## src/rtl/alu_issue_ctrl.sv

```systemverilog
// Issue controller for an RV64 integer/branch ALU. It decodes one op per handshake, holds the ALU
// operands for that op's latency, captures the result and branch decision, and returns them.
module alu_issue_ctrl #(
  parameter int XLEN        = 64,
  parameter int MUL_LATENCY = 2,
  parameter int DIV_LATENCY = 4
) (
  input  logic            clk,
  input  logic            rst,
  input  logic            in_valid,
  output logic            in_ready,
  input  logic [6:0]      in_opcode,
  input  logic [2:0]      in_funct3,
  input  logic [6:0]      in_funct7,
  input  logic [XLEN-1:0] in_rs1,
  input  logic [XLEN-1:0] in_rs2,
  input  logic [XLEN-1:0] in_imm,
  output logic [XLEN-1:0] alu_in1,
  output logic [XLEN-1:0] alu_in2,
  output logic [1:0]      alu_control,
  output logic [2:0]      alu_select,
  input  logic [XLEN-1:0] alu_out,
  input  logic            alu_zero,
  input  logic            alu_neg,
  input  logic            alu_negu,
  output logic            out_valid,
  input  logic            out_ready,
  output logic [XLEN-1:0] out_result,
  output logic            out_taken,
  output logic            out_illegal,
  output logic [1:0]      dbg_state
);
  // Handshakes: a transfer happens on a rising edge where valid && ready are both high; the
  // response side keeps every out_* field stable while out_valid is high and out_ready is low.
  typedef enum logic [1:0] {S_IDLE = 2'd0, S_EXEC = 2'd1, S_DONE = 2'd2} state_t;

  localparam int CW = 8;
  localparam logic [6:0] OPC_OP  = 7'b0110011;
  localparam logic [6:0] OPC_IMM = 7'b0010011;
  localparam logic [6:0] OPC_BR  = 7'b1100011;

  state_t            r_state, w_next;
  logic [CW-1:0]     r_cnt;
  logic [XLEN-1:0]   r_in1, r_in2, r_result;
  logic [2:0]        r_sel, r_f3;
  logic [1:0]        r_ctl;
  logic              r_branch, r_taken, r_illegal;

  logic              w_accept, w_ill, w_br, w_taken;
  logic [2:0]        w_sel;
  logic [1:0]        w_ctl;
  logic [CW-1:0]     w_lat_m1;
  logic [XLEN-1:0]   w_in2;

  assign in_ready    = (r_state == S_IDLE) && !rst;
  assign w_accept    = in_valid && in_ready;
  assign out_valid   = (r_state == S_DONE);
  assign alu_in1     = r_in1;
  assign alu_in2     = r_in2;
  assign alu_select  = r_sel;
  assign alu_control = r_ctl;
  assign out_result  = r_result;
  assign out_taken   = r_taken;
  assign out_illegal = r_illegal;
  assign dbg_state   = r_state;

  always_comb begin
    w_ill    = 1'b0;
    w_br     = 1'b0;
    w_sel    = 3'b000;
    w_ctl    = 2'b00;
    w_lat_m1 = '0;
    w_in2    = in_rs2;
    case (in_opcode)
      OPC_OP: begin
        case (in_funct7)
          7'b0000000: begin
            case (in_funct3)
              3'b000:  w_sel = 3'b000;
              3'b001:  w_sel = 3'b011;
              3'b100:  w_sel = 3'b101;
              3'b101:  w_sel = 3'b100;
              3'b110:  w_sel = 3'b110;
              3'b111:  w_sel = 3'b111;
              default: w_ill = 1'b1;
            endcase
          end
          7'b0100000: begin
            w_ctl = 2'b01;
            if (in_funct3 == 3'b101) w_sel = 3'b100;
            else if (in_funct3 != 3'b000) w_ill = 1'b1;
          end
          7'b0000001: begin
            // funct3[2] splits the M extension into multiplier and divider groups.
            w_ctl = in_funct3[1:0];
            if (in_funct3[2]) begin
              w_sel    = 3'b010;
              w_lat_m1 = CW'(DIV_LATENCY - 1);
            end else begin
              w_sel    = 3'b001;
              w_lat_m1 = CW'(MUL_LATENCY - 1);
            end
          end
          default: w_ill = 1'b1;
        endcase
      end
      OPC_IMM: begin
        w_in2 = in_imm;
        case (in_funct3)
          3'b000:  w_sel = 3'b000;
          3'b100:  w_sel = 3'b101;
          3'b110:  w_sel = 3'b110;
          3'b111:  w_sel = 3'b111;
          3'b001: begin
            w_sel = 3'b011;
            if (in_imm[11:6] != 6'b000000) w_ill = 1'b1;
          end
          3'b101: begin
            w_sel = 3'b100;
            if (in_imm[11:6] == 6'b010000) w_ctl = 2'b01;
            else if (in_imm[11:6] != 6'b000000) w_ill = 1'b1;
          end
          default: w_ill = 1'b1;
        endcase
      end
      OPC_BR: begin
        w_br  = 1'b1;
        w_ctl = 2'b01;
        if (in_funct3[2:1] == 2'b01) w_ill = 1'b1;
      end
      default: w_ill = 1'b1;
    endcase
  end

  // funct3[0] inverts the base condition picked by funct3[2:1].
  always_comb begin
    case (r_f3[2:1])
      2'b10:   w_taken = alu_neg ^ r_f3[0];
      2'b11:   w_taken = alu_negu ^ r_f3[0];
      default: w_taken = alu_zero ^ r_f3[0];
    endcase
  end

  always_comb begin
    w_next = r_state;
    case (r_state)
      S_IDLE:  if (w_accept) w_next = w_ill ? S_DONE : S_EXEC;
      S_EXEC:  if (r_cnt == '0) w_next = S_DONE;
      S_DONE:  if (out_ready) w_next = S_IDLE;
      default: w_next = S_IDLE;
    endcase
  end

  always_ff @(posedge clk) begin
    if (rst) r_state <= S_IDLE;
    else     r_state <= w_next;
  end

  always_ff @(posedge clk) begin
    if (rst) begin
      r_cnt     <= '0;
      r_in1     <= '0;
      r_in2     <= '0;
      r_sel     <= 3'b000;
      r_ctl     <= 2'b00;
      r_f3      <= 3'b000;
      r_branch  <= 1'b0;
      r_result  <= '0;
      r_taken   <= 1'b0;
      r_illegal <= 1'b0;
    end else begin
      case (r_state)
        S_IDLE: begin
          if (w_accept && w_ill) begin
            r_result  <= '0;
            r_taken   <= 1'b0;
            r_illegal <= 1'b1;
          end else if (w_accept) begin
            r_in1    <= in_rs1;
            r_in2    <= w_in2;
            r_sel    <= w_sel;
            r_ctl    <= w_ctl;
            r_cnt    <= w_lat_m1;
            r_branch <= w_br;
            r_f3     <= in_funct3;
          end
        end
        S_EXEC: begin
          if (r_cnt == '0) begin
            r_result  <= r_branch ? '0 : alu_out;
            r_taken   <= r_branch && w_taken;
            r_illegal <= 1'b0;
          end else begin
            r_cnt <= r_cnt - 1'b1;
          end
        end
        S_DONE: begin
          if (out_ready) begin
            r_taken   <= 1'b0;
            r_illegal <= 1'b0;
          end
        end
        default: ;
      endcase
    end
  end
endmodule
```

## config.mk

```make
export PLATFORM = sky130hd
export DESIGN_NAME = alu_issue_ctrl
export DESIGN_NICKNAME = d
export VERILOG_FILES = /design/src/rtl/alu_issue_ctrl.sv
export SDC_FILE = /design/constraint.sdc
export NUM_CORES = 1
export LEC_CHECK = 0
export CAP_MARGIN = 20
export CORE_AREA = 2 2 187 189
export CTS_CLUSTER_SIZE = 30
export DETAILED_ROUTE_END_ITERATION = 6
export DIE_AREA = 0 0 189 191
export GPL_ROUTABILITY_DRIVEN = 0
export HOLD_SLACK_MARGIN = 0.02
export RECOVER_POWER = 100
export SYNTH_ARGS = -nofsm -noshare
export SYNTH_HDL_FRONTEND = slang
export SYNTH_SLANG_ARGS = --single-unit
```

## constraint.sdc

```tcl
create_clock -name clk -period 2.23 [get_ports clk]
set_clock_uncertainty 0.15 [all_clocks]
set_input_delay 0.223 -clock clk [delete_from_list [all_inputs] [get_ports clk]]
set_output_delay 0.223 -clock clk [all_outputs]
set_load 0.01 [all_outputs]
```

==> reports/qor.yml <==
fill_cells: 3202
finalNonFillerCells: 2052
synthXorXnorAreaFrac: 0.002003
start_util: 0.2563
yosysTopAreaCell: "dfxtp_1"
synth_edf_count: 0
worst_path_max_delay_cell: "or4_4"
fp-row-count: 68
cts_buffer_depth: 3
numPortBuffers: 482
clock_latency_ns: 0.53
path_clk_slew_ns: 0.06
grt_pass1_vias: 8904
hold_violations: 0
synth_mux_area_frac: 0.07555
dp_slack_ns: -0.6996
hold_ws_ns: 0.03043
fin_area_sq_um: 16350
antenna_found_initial: 6
grt_first_pass_wirelength_mm: 50.11
relSlewSlack: 0.4994
dp.cells: 1965
synthCells: 1040
drv_cap: 0
drt_pass1_iterations: 5
grt_max_degree: 70
worstMarginPinSlew_ns: 0.7509
die_w_microns: 189
cp-start-kind: "flop"
cts_buffers: 26
vias: 9404
syn_area_sq_um: 8745
nets: 1857
min_path_type: "in2reg"
overflow: 0
place_hpwl_mm: 24.51
grt_usage: 0.1740
slew_viol_final: 0
final_antenna_net_count: 0
synth-seq-cells: 213
synth_compound_area_frac: 0.1717
crit_fanout: 17
wl_per_cell_microns: 17.14
setup_viol: 0
root_buffer: "clkbuf_16"
cpPeakStageDelay_ns: 0.65
ys_warn_count: 0
cts_tree: "yes"
yosys.area_share.simple: 0.2027
worst-path-buf-inv: 3
ioPinCount: 483
cp-end-kind: "flop"
drtIter0Drc: 305
synthDistinctLibCells: 51
finalCritPeriodShare: 0.9970
avgSynthCellArea_sq_um: 8.408
async_flop_share: 0
vias_per_cell: 4.583
synth_top_area_share: 0.4876
period_needed_ns: 2.223
drc: 0
cts.sinks: 213
synthesis.nets: 1326
die_area_sq_um: 36100
grt_setup_unrepaired: "true"
die_h_microns: 191
ys_seq_area_frac: 0.4876
cts.htree.levels: 1
areaGrowthSynthToFinish_pct: 86.95
status: "finished clean"
synth_ff_type: "dfxtp_1"
placed_area_sq_um: 14520
powerDensity_nw_per_um2: 571.8
coreArea_sq_um: 34120
yosys-top-cells-area: "dfxtp_1, nand2_1, mux2i_1"
arrival_ns: 2.45
synth_top_family_by_area: "simple AND/OR/NAND/NOR gates"
cpLargestDelayFamily: "simple AND/OR/NAND/NOR gates"
drive_gt1_frac: 0.1295
required_ns: 2.46
critPathKind: "reg2reg"
crit_chain: "inv_2, ha_4, nor2b_4, nand2_2, buf_6, or4_4, clkbuf_16, nand2_1, a21oi_1"
setup_ws_ns: 0.006721
leakage_nw: 6.305
fin_util: 0.4792
synth_fa_ha_area_frac: 0.008585
peakVddDrop_mv: 0.5925
finalWirelength_mm: 35.17
max_freq_mhz: 449.8
==> worst min-delay path, stage by stage <==
cell and delay, ns:
dlymetal6s2s_1 0.11, mux2i_1 0.12, a211oi_2 0.21
==> cells in the mapped netlist, types with 7 or more instances <==
| master | number |
|---|---|
| a21oi_1 | 83 |
| nand2_1 | 217 |
| or3_1 | 8 |
| inv_1 | 9 |
| clkbuf_1 | 33 |
| nand3_1 | 71 |
| o21ai_1 | 10 |
| o21ai_0 | 65 |
| buf_2 | 36 |
| buf_4 | 7 |
| mux2i_1 | 66 |
| a211oi_1 | 67 |
| dfxtp_1 | 213 |
| nor2_1 | 78 |
==> per-layer routing <==
layer	global-route usage	share of wire	vias to the layer above
li1	-	-	4688
met1	0.2050	0.40	4304
met2	0.2944	0.48	356
met3	0.05508	0.085	56
met4	0.06761	0.031	0
met5	0	0	-
==> flip-flops by register name (all words and copies together), names as in the netlist <==
register,cells
r_f3,3
alu_control,2
out_result,64
alu_in1,64
alu_select,3
dbg_state,2
alu_in2,64
r_branch,1
r_cnt,8
out_taken,1
out_illegal,1
==> logic make-up (layout without fill, tap and decap cells) <==
kind of cell | count (synthesis) | in the layout
AND/OR/NAND/NOR | 409 | 410
AO/OA/AOI/OAI | 250 | 250
flip-flops | 213 | 213
buffers and inverters | 94 | 644
multiplexers | 66 | 66
adder cells (fa/ha/maj) | 6 | 6
XOR/XNOR | 2 | 2
other | 0 | 6
==> per-stage QoR <==
step / power, mW / setup TNS, ns
floorplan: 4.228 / 0
global placement: 4.955 / -107.68
detailed placement: 4.959 / -118.14
CTS: 9.447 / -2.015
global route: 9.708 / -4.135
finish: 9.347 / 0
==> where the power goes <==
group / internal [mW] / switching, mW / total, mW
combinational: 0.673 / 0.412 / 1.09
sequential: 3.83 / 0.0140 / 3.84
clock: 2.72 / 1.70 / 4.42
==> path summary, 6_finish.rpt <==
check	cells past startpoint	end	slack, ns	from
worst min register to register	2	alu_in1[38]$_SDFFE_PP0P_	0.30	alu_in1[38]$_SDFFE_PP0P_
worst min-delay path	3	alu_in2[7]$_SDFFE_PP0P_	0.03	in_imm[7]
worst max-delay path	9	alu_in1[62]$_SDFFE_PP0P_	0.007	dbg_state[1]$_SDFFE_PP0P_
worst max register to register	9	alu_in1[62]$_SDFFE_PP0P_	0.007	dbg_state[1]$_SDFFE_PP0P_
==> placed cells by master, fill, tap and decap left out, types with 7 or more instances in the layout <==
master           Yosys  final
a211oi_1            67     52
a211oi_2             0     15
a21oi_1             83     77
buf_12               0     19
buf_4                7     52
buf_6                3      9
clkbuf_16            0     39
clkdlybuf4s50_1      0    271
dfxtp_1            213    212
dlygate4sd3_1        0    204
dlymetal6s2s_1       0      8
inv_1                9      7
mux2i_1             66     66
nand2_1            217    204
nand2_4              0      7
nand3_1             71     71
nor2_1              78     76
o21ai_0             65     65
o21ai_1             10      9
or3_1                8      8
==> final cells by class <==
cell class	instances	area, sq um	area share
multi-input combinational	734	4314	0.2639
inverter	10	37.54	0.002296
antenna	6	15.01	0.0009184
clock inverter	12	146.4	0.008955
tap	455	569.3	0.03482
clock buffer	36	759.5	0.04646
sequential	213	4265	0.2609
timing repair buffer	586	6241	0.3818
==> what timing repair did <==
action / in CTS / in global routing
pin swaps: 0 / 16
buffers inserted: 3 / 9
hold buffers: 0 / 3
hold endpoints to repair: 0 / 3
resized for setup: 11 / 80
gates cloned: 4 / 14
endpoints found under the setup margin: 117 / 204
No activity file was read; power rests on OpenSTA's default activity.
